**src/rtl/seg7_scan_ctrl.sv**
```systemverilog
// Scan scheduler for a multiplexed 6-digit seven-segment display.
// Frame-consistent shadow digits, anti-ghost blanking, PWM and zero blanking.
module seg7_scan_ctrl #(
    parameter int NUM_DIGITS   = 6,
    parameter int SLOT_CYCLES  = 4096,
    parameter int BLANK_CYCLES = 256,
    parameter int CNT_W        = 16
) (
    input  logic        clk,
    input  logic        reset,
    input  logic [23:0] digits_in,
    input  logic [5:0]  dp_in,
    input  logic        blank_lz,
    input  logic [2:0]  brightness,
    input  logic        load_req,
    output logic        load_ack,
    output logic        frame_start,
    output logic [2:0]  seg7_sel,
    output logic [6:0]  seg7_out,
    output logic        dpt_out
);

    localparam logic [CNT_W-1:0] C_LAST    = CNT_W'(SLOT_CYCLES - 1);
    localparam logic [CNT_W:0]   BLANK_C   = (CNT_W+1)'(BLANK_CYCLES);
    localparam logic [2:0]       SEL_FIRST = 3'd5;
    localparam logic [2:0]       SEL_LAST  = 3'(6 - NUM_DIGITS);
    localparam int               SPAN      = SLOT_CYCLES - BLANK_CYCLES;

    typedef enum logic [1:0] {
        BLANK = 2'd0,
        ON    = 2'd1,
        OFF   = 2'd2
    } phase_t;

    logic [CNT_W-1:0] cnt;
    logic [CNT_W-1:0] on_q;
    logic [23:0]      shadow_d;
    logic [5:0]       shadow_dp;
    phase_t           phase_q;

    logic             wrap;
    logic             load;
    logic [CNT_W-1:0] cnt_n;
    logic [2:0]       sel_n;
    logic [CNT_W-1:0] on_len;
    logic [CNT_W:0]   ext_n;
    logic [CNT_W:0]   on_end;
    logic [23:0]      dig_n;
    logic [5:0]       dp_n;
    logic [2:0]       k;
    logic [3:0]       digit;
    logic             lz_zero;
    logic             blanked;
    phase_t           phase_n;

    function automatic logic [CNT_W-1:0] on_calc(input logic [2:0] b);
        logic [CNT_W+3:0] p;
        p = (CNT_W+4)'(SPAN) * (CNT_W+4)'(b) + (CNT_W+4)'(SPAN);
        return p[CNT_W+2:3];
    endfunction

    function automatic logic [6:0] decode(input logic [3:0] d);
        logic [6:0] s;
        case (d)
            4'd0:    s = 7'b1111110;
            4'd1:    s = 7'b0110000;
            4'd2:    s = 7'b1101101;
            4'd3:    s = 7'b1111001;
            4'd4:    s = 7'b0110011;
            4'd5:    s = 7'b1011011;
            4'd6:    s = 7'b1011111;
            4'd7:    s = 7'b1110000;
            4'd8:    s = 7'b1111111;
            4'd9:    s = 7'b1111011;
            default: s = 7'b0000000;
        endcase
        return s;
    endfunction

    // Outputs are registered from next-cycle state so they line up with cnt.
    always_comb begin
        wrap   = (cnt == C_LAST);
        load   = wrap && (seg7_sel == SEL_LAST) && load_req;
        cnt_n  = wrap ? '0 : cnt + 1'b1;
        sel_n  = seg7_sel;
        if (wrap) begin
            sel_n = (seg7_sel == SEL_LAST) ? SEL_FIRST : seg7_sel - 3'd1;
        end
        on_len = (cnt == '0) ? on_calc(brightness) : on_q;
        ext_n  = {1'b0, cnt_n};
        on_end = BLANK_C + {1'b0, on_len};
        dig_n  = load ? digits_in : shadow_d;
        dp_n   = load ? dp_in : shadow_dp;
        k      = SEL_FIRST - sel_n;
        digit  = dig_n[{k, 2'b00} +: 4];

        lz_zero = 1'b1;
        for (int i = 0; i < 6; i++) begin
            if (i < NUM_DIGITS && 3'(i) >= k && dig_n[i*4 +: 4] != 4'd0) begin
                lz_zero = 1'b0;
            end
        end
        blanked = blank_lz && (k != 3'd0) && lz_zero;

        phase_n = BLANK;
        unique case (phase_q)
            BLANK: begin
                if (ext_n < BLANK_C) phase_n = BLANK;
                else if (ext_n < on_end) phase_n = ON;
                else phase_n = OFF;
            end
            ON: begin
                if (wrap) phase_n = BLANK;
                else if (ext_n < on_end) phase_n = ON;
                else phase_n = OFF;
            end
            OFF: phase_n = wrap ? BLANK : OFF;
            default: phase_n = BLANK;
        endcase
    end

    always_ff @(posedge clk) begin
        if (reset) begin
            cnt         <= '0;
            on_q        <= '0;
            shadow_d    <= '0;
            shadow_dp   <= '0;
            phase_q     <= BLANK;
            seg7_sel    <= SEL_FIRST;
            seg7_out    <= '0;
            dpt_out     <= 1'b0;
            load_ack    <= 1'b0;
            frame_start <= 1'b1;
        end else begin
            cnt      <= cnt_n;
            seg7_sel <= sel_n;
            phase_q  <= phase_n;
            if (cnt == '0) begin
                on_q <= on_len;
            end
            if (load) begin
                shadow_d  <= digits_in;
                shadow_dp <= dp_in;
            end
            load_ack    <= load;
            frame_start <= (cnt_n == '0) && (sel_n == SEL_FIRST);
            seg7_out    <= (phase_n == ON && !blanked) ? decode(digit) : 7'd0;
            dpt_out     <= (phase_n == ON) && dp_n[k];
        end
    end

endmodule

```
**config.mk**
```make
export PLATFORM = sky130hd
export DESIGN_NAME = seg7_scan_ctrl
export DESIGN_NICKNAME = d
export VERILOG_FILES = /design/src/rtl/seg7_scan_ctrl.sv
export SDC_FILE = /design/constraint.sdc
export NUM_CORES = 1
export LEC_CHECK = 0
export CAP_MARGIN = 10
export CORE_MARGIN = 1
export CORE_UTILIZATION = 50
export DETAILED_ROUTE_END_ITERATION = 7
export PLACE_DENSITY_LB_ADDON = 0.12
export SYNTH_ARGS = -nofsm -noshare
export SYNTH_HDL_FRONTEND = slang
export SYNTH_SLANG_ARGS = --single-unit
export TNS_END_PERCENT = 30
```
**constraint.sdc**
```tcl
create_clock -name clk -period 6.3 [get_ports clk]
set_clock_uncertainty 0.05 [all_clocks]
set_input_delay 0.63 -clock clk [delete_from_list [all_inputs] [get_ports clk]]
set_output_delay 0.63 -clock clk [all_outputs]
set_load 0.1 [all_outputs]
```
==> results.sh <==
export IMPL_post_route_min_period_ns=5.83
export IMPL_finalHoldViolCount=0
export IMPL_worst_pin_slew_ns=0.963
export IMPL_synth_warnings=0
export IMPL_cp_cell_sequence="clkdlybuf4s50_1 -> inv_1 -> fa_1 -> inv_1 -> ha_1 -> inv_1 -> fa_1 -> xor2_1 -> a21oi_1 -> xnor2_1 -> a2111o_1 -> nor4_1 -> xor2_1 -> nand2_1 -> ha_1 -> or3_1 -> a221oi_1 -> nand2_1 -> o211ai_1 -> o2111ai_1 -> a31oi_1"
export IMPL_synth_seq_cells=77
export IMPL_final_common_cell="dfxtp_1"
export IMPL_area_growth_pct=15.8
export IMPL_vias_per_cell=5.86
export IMPL_dpl_cell_area_mm2=0.00529
export IMPL_pin_count=50
export IMPL_portBuffers=49
export IMPL_placedCellCount=710
export IMPL_p_per_area_mw_per_mm2=190
export IMPL_drv_slew=0
export IMPL_rsz0062_at_grt="false"
export IMPL_pre_cts_ws_ns=0.125
export IMPL_slowest_delay_ns=0.56
export IMPL_syn_inst=570
export IMPL_seq_area_frac_synth_pct=32.5
export IMPL_num_fill_cells=849
export IMPL_synth_fp_nets=646
export IMPL_setup_violations_final=0
export IMPL_p_comb_share_pct=15.7
export IMPL_avgSynthCellArea_um2=8.32
export IMPL_final_nets=686
export IMPL_cts_buffer_depth=2
export IMPL_yosysUniqueCellTypes=64
export IMPL_die_area_mm2=0.00988
export IMPL_setup_tns_final_ns=0
export IMPL_grt_max_degree=67
export IMPL_core_area_mm2=0.00920
export IMPL_end_kind="flip-flop"
export IMPL_dr_pass1_iters=5
export IMPL_ys_flop_type="dfxtp_1"
export IMPL_seq_area_mm2=0.00154
export IMPL_dieWidth_um=99.4
export IMPL_die_y_um=99.4
export IMPL_path_max_fanout=7
export IMPL_period_share_pct=92.5
export IMPL_clock_latency_ns=0.35
export IMPL_finalWirelength_um=11600
export IMPL_ctsHoldBuffers=0
export IMPL_switchingPower_mw=0.284
export IMPL_pwr_share_clk_pct=36.3
export IMPL_min_path_type="reg2reg"
export IMPL_p_int_mw=0.761
export IMPL_clockRootBuffer="clkbuf_8"
export IMPL_diodes=0
export IMPL_outcome="finished clean"
export IMPL_async_reset_ff_share_pct=0
export IMPL_clkTransAtPathRegs_ns=0.08
export IMPL_cts_htree_levels=3
export IMPL_multi_input_area_mm2=0.00298
export IMPL_post_cts_buffers=0
export IMPL_drc=0
export IMPL_cpMostUsedCell="inv_1"
export IMPL_final_cell_area_mm2=0.00549
export IMPL_start_util_pct=51.6
export IMPL_fmax_ghz=0.172
export IMPL_maxSlewHeadroom_pct=35.6
export IMPL_drtIter0Drc=150
export IMPL_dr_total_vias=4252
export IMPL_gp_congestion=0.859
export IMPL_ant_nets=0
export IMPL_leakage_nw=2.38
export IMPL_setup_ws_ns=0.474
export IMPL_overflow=0
export IMPL_cts_tree="built"
export IMPL_grt_pass1_wl_um=19300
export IMPL_synth_edff_count=0
export IMPL_arrival_ns=6.05
export IMPL_track_usage_pct=24.6
export IMPL_pwr_share_seq_pct=47.9
export IMPL_final_layout_size_suffix_gt1_share_pct=6.83
export IMPL_r2r_slack_ns=1.04
export IMPL_cp_slowest_cell="clkdlybuf4s50_1"
export IMPL_wire_per_inst_um=16.0
export IMPL_cts_inserted_buffers=9
export IMPL_rows=35
export IMPL_clock_sinks=77
export IMPL_cts_resized=0
export IMPL_p_sw_share_pct=27.2
export IMPL_critPathLaunchType="input port"
export IMPL_required_ns=6.53
export IMPL_layout_common_cells="77 x dfxtp_1, 62 x nor2_1, 62 x nand2_1"
export IMPL_maxCapViolations=0
export IMPL_post_dp_hpwl_um=8760
export IMPL_antenna_found_initial=0
export IMPL_grt_pass1_vias=4072
export IMPL_synthesis_area_mm2=0.00474
export IMPL_critical_path_class="in2reg"
export IMPL_stdcell_count=726
export IMPL_ir_worst_vdd_mv=0.113
## critical path, delay by kind of cell
kind	cells	cell delay, ns
and+or+nand+nor	4	0.83
xor gates and xnor gates	3	0.66
adders and majority gates	4	1.32
AOI/OAI and AO/OA	6	1.75
buffers and inverters	4	0.87
## cell usage after synthesis, drive strengths merged, types with 7 or more instances
cell type	n	share of area, %
nor4	17	3.0
or4	12	2.0
nor3	14	1.5
a21oi	42	4.5
dfxtp	77	32
inv	29	2.3
nand3	22	2.4
o21ai	13	1.7
buf	11	1.2
a21o	11	1.7
nor2b	7	0.92
mux2i	21	4.4
nand2	62	4.9
a31oi	9	1.2
clkbuf	14	1.1
nor2	63	5.1
ha	36	9.5
nand4	13	1.8
xnor2	14	2.6
xor2	14	2.6
## per-layer routing
layer / vias to the layer above / global-route usage [%] / wire [µm]
li1: 2116 / - / -
met1: 1978 / 31.0 / 5280
met2: 133 / 41.6 / 5520
met3: 25 / 3.51 / 518
met4: 0 / 11.3 / 324
met5: - / 0 / 0
## kinds of logic after synthesis
family / share of synthesized area (%)
multiplexers: 4.91
AND/OR/NAND/NOR: 25.0
AO/OA/AOI/OAI: 17.0
XOR/XNOR: 5.17
flip-flops: 32.5
adder cells (fa/ha/maj): 10.8
buffers and inverters: 4.64
## registers in the layout (all words and copies together) (netlist names)
register,count
dpt_out,1
shadow_dp,6
load_ack,1
shadow_d,24
seg7_sel,3
seg7_out,7
frame_start,1
on_q,16
cnt,16
phase_q,2
## through the flow
stage	utilization, %	power [mW]	hold WS, ns
CTS	59.7	1.05	0.407
global placement	57.6	0.671	0.387
floorplan	-	0.619	0.372
global route	59.7	1.09	0.424
detailed placement	57.6	0.675	0.396
finish	59.7	1.04	0.404
## power by group through the flow
stage          sequential, mW  clock, mW  combinational, mW
5_1_grt                 0.501      0.408              0.185
3_3_place_gp            0.512          0              0.159
4_1_cts                 0.500      0.388              0.165
3_5_place_dp            0.512          0              0.164
2_1_floorplan           0.512          0              0.106
6_report                0.500      0.380              0.164
## cell type report
| cell class | count | share of cell area, % |
|---|---|---|
| timing repair buffer | 54 | 9.52 |
| clock inverter | 6 | 1.14 |
| sequential | 77 | 28.1 |
| inverter | 29 | 1.98 |
| multi-input combinational | 439 | 54.3 |
| tap | 111 | 2.53 |
| clock buffer | 10 | 2.51 |
## worst paths after layout
kind	start	endpoint	cells past startpoint
max reg2reg	cnt[12]	seg7_out[3]	15
min	on_q[4]	on_q[4]	2
max	brightness[0]	seg7_out[3]	21
min reg2reg	on_q[4]	on_q[4]	2
Note: power is estimated with default switching activity, not from simulation.
